**config.mk**
```make
export PLATFORM = sky130hd
export DESIGN_NAME = ram_fifo_ctrl
export DESIGN_NICKNAME = d
export VERILOG_FILES = /design/src/rtl/ram_fifo_ctrl.sv
export SDC_FILE = /design/constraint.sdc
export NUM_CORES = 1
export LEC_CHECK = 0
export ABC_AREA = 1
export ABC_CLOCK_PERIOD_IN_PS = 2200
export CORE_MARGIN = 8
export CORE_UTILIZATION = 33
export DETAILED_ROUTE_END_ITERATION = 10
export GPL_TIMING_DRIVEN = 0
export SETUP_SLACK_MARGIN = 0.1
export SLEW_MARGIN = 20
export SYNTH_ARGS = -nofsm -noshare
export SYNTH_HDL_FRONTEND = slang
export SYNTH_SLANG_ARGS = --single-unit
```
**constraint.sdc**
```tcl
create_clock -name clk -period 2.2 [get_ports clk]
set_input_delay 0.22 -clock clk [delete_from_list [all_inputs] [get_ports clk]]
set_output_delay 0.22 -clock clk [all_outputs]
set_load 0.03 [all_outputs]
```
**src/rtl/ram_fifo_ctrl.sv**
```systemverilog
// Streaming FIFO controller around a simple dual-port RAM with 1-cycle registered read.
// A 2-entry output buffer hides the read latency; one push and one pop per cycle sustained.
module ram_fifo_ctrl #(
  parameter int D_WIDTH = 16,
  parameter int A_WIDTH = 5
) (
  input  logic               clk,
  input  logic               rst,
  input  logic               in_valid,
  output logic               in_ready,
  input  logic [D_WIDTH-1:0] in_data,
  output logic               out_valid,
  input  logic               out_ready,
  output logic [D_WIDTH-1:0] out_data,
  output logic [A_WIDTH+1:0] count,
  output logic [A_WIDTH-1:0] address_write,
  output logic [D_WIDTH-1:0] data_write,
  output logic               write_enable,
  output logic [A_WIDTH-1:0] address_read,
  input  logic [D_WIDTH-1:0] data_read
);
  localparam int DEPTH = 2 ** A_WIDTH;
  localparam logic [A_WIDTH:0] DEPTH_C = (A_WIDTH + 1)'(DEPTH);

  logic [A_WIDTH-1:0] wr_ptr;
  logic [A_WIDTH-1:0] rd_ptr;
  logic [A_WIDTH:0]   mem_count;
  logic               inflight;
  logic [1:0]         buf_count;
  logic [D_WIDTH-1:0] buf_head;
  logic [D_WIDTH-1:0] buf_tail;
  logic               push;
  logic               pop;
  logic               issue;
  logic [1:0]         buf_after_pop;

  assign in_ready  = !rst && (mem_count < DEPTH_C);
  assign push      = in_valid && in_ready;
  assign out_valid = !rst && (buf_count != 2'd0);
  assign pop       = out_valid && out_ready;
  assign out_data  = buf_head;

  // Only fetch when the word is guaranteed a buffer slot on arrival.
  assign issue = (mem_count != '0) &&
                 (({1'b0, buf_count} + {2'b00, inflight}) < (3'd2 + {2'b00, pop}));

  assign buf_after_pop = buf_count - {1'b0, pop};

  assign count = (A_WIDTH + 2)'(mem_count) + (A_WIDTH + 2)'(inflight)
               + (A_WIDTH + 2)'(buf_count);

  assign address_write = wr_ptr;
  assign data_write    = in_data;
  assign write_enable  = push;
  assign address_read  = rd_ptr;

  always_ff @(posedge clk) begin
    if (rst) begin
      wr_ptr    <= '0;
      rd_ptr    <= '0;
      mem_count <= '0;
      inflight  <= 1'b0;
      buf_count <= 2'd0;
      buf_head  <= '0;
      buf_tail  <= '0;
    end else begin
      if (push)  wr_ptr <= wr_ptr + A_WIDTH'(1);
      if (issue) rd_ptr <= rd_ptr + A_WIDTH'(1);
      inflight <= issue;

      case ({push, issue})
        2'b10:   mem_count <= mem_count + (A_WIDTH + 1)'(1);
        2'b01:   mem_count <= mem_count - (A_WIDTH + 1)'(1);
        default: mem_count <= mem_count;
      endcase

      buf_count <= buf_after_pop + {1'b0, inflight};

      // Shift on pop first; the returning RAM word lands in the first free slot after the shift.
      if (pop) buf_head <= buf_tail;
      if (inflight) begin
        if (buf_after_pop == 2'd0) buf_head <= data_read;
        else                       buf_tail <= data_read;
      end
    end
  end

endmodule

```
### After elaboration in Yosys (flattened, before gate mapping)

Cells that the tools add are included.

| word-level totals | value |
|---|---|
| register bits | 51 |
| bits of input ports | 36 |
| output and inout bits | 52 |
| word-level logic and storage cells | 37 |

| cells by class | value |
|---|---|
| $add $sub $neg | 10 |
| $lt $le $gt $ge | 2 |
| equal/unequal tests | 2 |
| mux-type cells | 4 |
| bitwise gates (word level) | 1 |
| reduce and logical (&&, ||, !) cells | 11 |

Operators by type and width:

| cell | number |
|---|---|
| 16-bit two-way mux | 3 |
| 6-bit one-hot mux with 2 select lines | 1 |
| 5-bit by 1-bit adder with 5-bit output, second input constant | 2 |
| 6-bit by 1-bit adder with 7-bit output | 1 |
| 7-bit by 2-bit adder with 7-bit output | 1 |
| 6-bit by 1-bit adder with 6-bit output, second input constant | 1 |
| 6-bit less-than comparator, second input constant | 1 |
| 6-bit nonzero test | 1 |
| 6-bit by 1-bit subtractor with 6-bit output, second input constant | 1 |
| 1-bit logical AND | 5 |
| 2-bit nonzero test | 2 |
| 2-bit by 1-bit adder with 3-bit output | 1 |
| 2-bit by 1-bit adder with 3-bit output, first input constant | 1 |
| 3-bit less-than comparator | 1 |
| 2-bit by 1-bit adder with 2-bit output | 1 |
| 2-bit by 1-bit equality test with 1-bit output, second input constant | 1 |
| 2-bit equality test, second input constant | 1 |
| 2-bit zero test | 1 |
| 2-bit AND reduction | 1 |
| 2-bit by 1-bit subtractor with 2-bit output | 1 |
| 1-bit zero test | 1 |
| 1-bit NOT | 1 |

### Longest topological paths before layout

| logic depth | value |
|---|---|
| word-level depth | 8 |
| gate-level depth with buffers | 16 |
| depth with buffers taken out | 16 |

### Worst setup path before layout

Ideal clock, no wire load.

| path | value |
|---|---|
| path type | register to register |
| start | register inflight |
| end | register mem_count[5] |
| library setup time | 0.109 ns |
| data arrival time | 2.285 ns |
| required time | 2.091 ns |
| setup slack | -0.194 ns |
| cell stages (with the launch flop) | 15 |
| buffers on the path | 0 |
| clock period less this slack | 2.394 ns |
| cell sequence | dfxtp_1 ha_1 ha_1 nand2_2 nand3_2 inv_1 ha_1 ha_1 or2_2 nand3b_1 nand2_1 nand2_1 nand3_1 nand2_1 inv_1 |

| between the ends | value |
|---|---|
| word-level cells in the longest chain between the ends | 5 |
| elaborated cells between the ends (all ways) | 7 |
| those cells by class | add/sub: 1; order compare: 1; eq/ne: 2; mux: 1; reduce/logical: 2 |

RTL lines:

| what | RTL line | source |
|---|---|---|
| start, declared | 28 | `logic inflight;` |
| start signal, assigned | 69 | `inflight <= issue;` |
| 2-bit by 1-bit adder with 3-bit output (*) | 45 | `(({1'b0, buf_count} + {2'b00, inflight}) < (3'd2 + {2'b00, pop}));` |
| 3-bit less-than comparator (*) | 45 |  |
| 1-bit logical AND (*) | 44 | `assign issue = (mem_count != '0) &&` |
| net issue | 34 | `logic issue;` |
| 2-bit by 1-bit equality test with 1-bit output / 2-bit equality test (equally long branches) | 71 | `case ({push, issue})` |
| 6-bit one-hot mux with 2 select lines / 2-bit nonzero test (equally long branches) | -- |  |
| end signal, assigned | 72 | `2'b10: mem_count <= mem_count + (A_WIDTH + 1)'(1);` |
| end signal, assigned | 73 | `2'b01: mem_count <= mem_count - (A_WIDTH + 1)'(1);` |
| end signal, assigned | 74 | `default: mem_count <= mem_count;` |
| end, declared | 27 | `logic [A_WIDTH:0] mem_count;` |

Mark *: on every way through the listed nets, which the timed path passes. The rest lies on a longest branch.
A chain may end at the register's enable or synchronous reset.

### Worst setup path in the final report

| path | value |
|---|---|
| start | register buf_count[0] |
| end | register mem_count[4] |

| between the ends | value |
|---|---|
| word-level cells in the longest chain between the ends | 8 |
| elaborated cells between the ends (all ways) | 11 |
| those cells by class | add/sub: 2; order compare: 1; eq/ne: 2; mux: 1; reduce/logical: 5 |

RTL lines:

| what | RTL line | source |
|---|---|---|
| start, declared | 29 | `logic [1:0] buf_count;` |
| start signal, assigned | 77 | `buf_count <= buf_after_pop + {1'b0, inflight};` |
| 2-bit nonzero test | 39 | `assign out_valid = !rst && (buf_count != 2'd0);` |
| 1-bit logical AND | 39 |  |
| 1-bit logical AND | 40 | `assign pop = out_valid && out_ready;` |
| 2-bit by 1-bit adder with 3-bit output | 45 |  |
| 3-bit less-than comparator (*) | 45 |  |
| 1-bit logical AND (*) | 44 |  |
| net issue | 34 |  |
| 2-bit by 1-bit equality test with 1-bit output / 2-bit equality test (equally long branches) | 71 |  |
| 6-bit one-hot mux with 2 select lines / 2-bit nonzero test (equally long branches) | -- |  |

Marks and branches as above.

==> metrics.md <==
| Metric | Value |
|---|---|
| Outcome | completed |
| Largest net degree at the start of global routing | 19 |
| Synth top area share | 0.3677 |
| Die X | between 100 and 150 um |
| Required time worst endpoint | 2420 ps |
| Number of global-route vias before repair | 2529 |
| Highest metal layer with signal wires | met4 |
| RSZ-0062 raised after global routing | true |
| Post-DP HPWL | 5.422 mm |
| Leading cell type in the layout, fill and taps excluded | nor2_1 |
| Largest family of logic cells by synthesized area | simple AND/OR/NAND/NOR gates |
| Initial antenna violation count | 0 |
| Min-delay src | buf_tail[2] |
| Longest Clk Path Bufs | 2 |
| Clock root cell | clkbuf_8 |
| FF+latch count, synth | 51 |
| Yosys top cell by area | dfxtp_1 |
| Mux share of post-synthesis cell area | 0 |
| Hold WS | 460.7 ps |
| Wire length on met2 | 3.633 mm |
| First-pass detailed-route iteration total | 4 |
| Sink Count | 51 |
| Starting Density | 0.3396 |
| Largest cells by area after synthesis | dfxtp_1, nor2_1, nand2_1 |
| Sequential area share after synthesis | 0.3677 |
| Final wirelength | 7.378 mm |
| Routed length on met3 | 461 um |
| Layout area overhead | 44.89% |
| VDD IR max | ~540 uV |
| Vias | 2639 |
| Site Rows | 33 |
| Slowest CP cell | dfxtp_4 |
| Fin util | 0.4920 |
| Port buffer count | 71 |
| Worst flop-to-flop path startpoint | buf_count[0] |
| Post-Synth Adder-Cell Area | 0.07571 |
| Measured slew at the worst slew-check pin | 544.1 ps |
| Most frequent cells in the layout | nor2_1, nand2_1, clkdlybuf4s50_1 |
| M1 wire length | 3.197 mm |
| Initial DRC count | 90 |
| First-pass GRT wire length | 11.92 mm |
| Worst setup startpoint | buf_count[0] |
| CP endpoint kind | flip-flop |
| Critical path arrival | roughly 2400 ps |
| Fill count | 807 |
| Core area | 8175 um2 |
| Ratio of cells with drive above 1 in the final layout | 0.2199 |
| Synth Area in XOR/XNOR | 0.03110 |
| Gr ovfl total | 0 |
| Ant diodes | 0 |
| Complex-gate fraction of the synthesized area | 0.1127 |
| Largest fanout on the critical path | 6 |
| Die height | approximately 110 um |
| Final net count | 532 |
| Syn_area_per_cell | 7.211 um2 |
| Routed length per instance | roughly 13 um |
| Syn_nets | 436 |
| Final ANT Viol Nets | 0 |
| Hold Path Depth | 2 |
| H-tree levels | 2 |
| Synth cell types | 32 |
| Minimum clock period | roughly 2200 ps |
| Die footprint | 11600 um2 |
| Synth Area in Simple Gates | 0.2731 |
| Avg Vias per Cell | ~4.5 |
| Startpoint types | flip-flop |
| Slew Viols, Final | 0 |
| Clock Skew | 10.52 ps |
| Final period utilization | 0.9908 |
| Lkg Pwr | between 0.0015 and 0.002 uW |
| Total track usage | 0.1237 |
| CP max stage delay | 370 ps |
| Critical path type | reg2reg |
| Clk_lat worst skew | 320 ps |
| Max Cap Viol | 0 |
| Mapped Cells | between 300 and 400 |
| Num ports | slightly below 90 |
| Pwr Total | 6346 uW |
| Clock Pin Slew Worst Setup and Hold Paths | 100 ps |
| Cell repeated most along the worst path | nand2_1 |
| Max Freq | ~460 MHz |
| RePlAce Congestion | 0.7553 |
| Synth Warn # | 0 |
| Critical path depth | 14 |
| Setup TNS | 0 ps |
| CTS tree | yes |
| Cells on worst reg2reg path | 14 |
| Final hold viol count | 0 |
| Crit-path leading delay family | adder cells |
| Worst slew margin | 0.6372 |
| Power Dens Cells | 1578 nW/um2 |
| Crit path cell chain | ha_4 > ha_4 > nand2_4 > nand3_4 > inv_2 > ha_4 > fa_2 > nand2_1 > nand2_1 > a21oi_2 > xor2_1 > nand2_1 > nand2_1 > inv_1 |
| Synth Cell Area | 2776 um2 |
| Num CTS Buffers | 5 |
| Drt drc | 0 |
| Worst Hold Class | reg2reg |
| Worst Path Buf+Inv | 2 |
| Hold_buf cts | 0 |
| Final setup viols | 0 |
-- per-stage QoR --
| stage | worst slack [ps] | instance area [um2] | std cells |
|---|---|---|---|
| 2_1_floorplan | 56.76 | 2844 | 385 |
| 3_3_place_gp | -354.5 | 3686 | 561 |
| 3_5_place_dp | -367.8 | 3686 | 561 |
| 4_1_cts | 5.713 | 3879 | 578 |
| 5_1_grt | -115.5 | 4023 | 587 |
| 6_report | 20.34 | 4023 | 587 |
-- sequential cells by signal, indices dropped and copies added (netlist names) --
| signal | cells |
|---|---|
| inflight | 1 |
| mem_count | 6 |
| buf_tail | 16 |
| address_read | 5 |
| address_write | 5 |
| buf_count | 2 |
| out_data | 16 |
-- metal layers --
layer,vias up,global-route usage
met5,-,0
met4,0,0.03271
met3,6,0.02994
met2,51,0.2110
met1,1195,0.1510
li1,1387,-
-- final timing paths --
kind,slack [ps],to
setup / recovery,20,mem_count[4]
hold / removal,460,buf_tail[2]
setup reg to reg,20,mem_count[4]
hold reg to reg,460,buf_tail[2]
-- synthesized netlist by cell type --
cell type and n:
inv_2 6, a31oi_1 1, nor3b_1 1, or2_2 1, inv_1 37, buf_6 4, nor2_8 1, clkbuf_1 4
dfxtp_1 51, buf_1 1, buf_4 18, a21oi_1 15, nor3_1 4, nand2_2 3, xnor2_1 1, o21ai_1 32
nor2_1 75, nand3b_1 1, o21ai_0 11, nand4_1 6, ha_1 12, xor2_1 7, nand2_4 2, buf_2 3
nand2_1 68, inv_4 2, nor2_4 1, nand3_1 10, fa_1 3, a21oi_4 1, xnor2_2 1, nand3_2 2
-- worst min-delay path: stages (launching register included) --
cell     delay, ps
dfxtp_1        310
inv_1           60
a21oi_1         60
-- report_power, final --
part / leakage, uW / internal [uW] / total (uW) / switching (uW)
registers: 0.000422 / 1320 / 1590 / 272
clock network: 0.0000502 / 237 / 603 / 366
logic: 0.00129 / 1880 / 4150 / 2270
total: 0.00177 / 3430 / 6350 / 2910
-- logic make-up (layout without fill, tap and decap cells) --
family	count (synthesis)	after routing
and+or+nand+nor	175	175
buffers and inverters	75	172
AOI/OAI and AO/OA	60	60
DFF	51	51
adders and majority gates	15	15
xor gates and xnor gates	9	9
-- layout make-up --
type | instances | area (um2) | area share
clock buffers | 5 | 68.82 | 0.01711
plain buffers | 29 | 216.5 | 0.05381
clock inverters | 3 | 28.78 | 0.007154
inverters | 45 | 185.2 | 0.04603
well taps | 105 | 131.4 | 0.03266
multi-input cells | 259 | 1513 | 0.3760
repair buffers | 90 | 839.6 | 0.2087
flip-flops and latches | 51 | 1040 | 0.2585
-- what timing repair did --
| action | in CTS | in global routing |
|---|---|---|
| pin swaps | 16 | 10 |
| resized for setup | 52 | 25 |
| setup endpoints to repair | 44 | 40 |
| setup buffers | 10 | 9 |
Note: power is estimated with default switching activity, not from simulation.
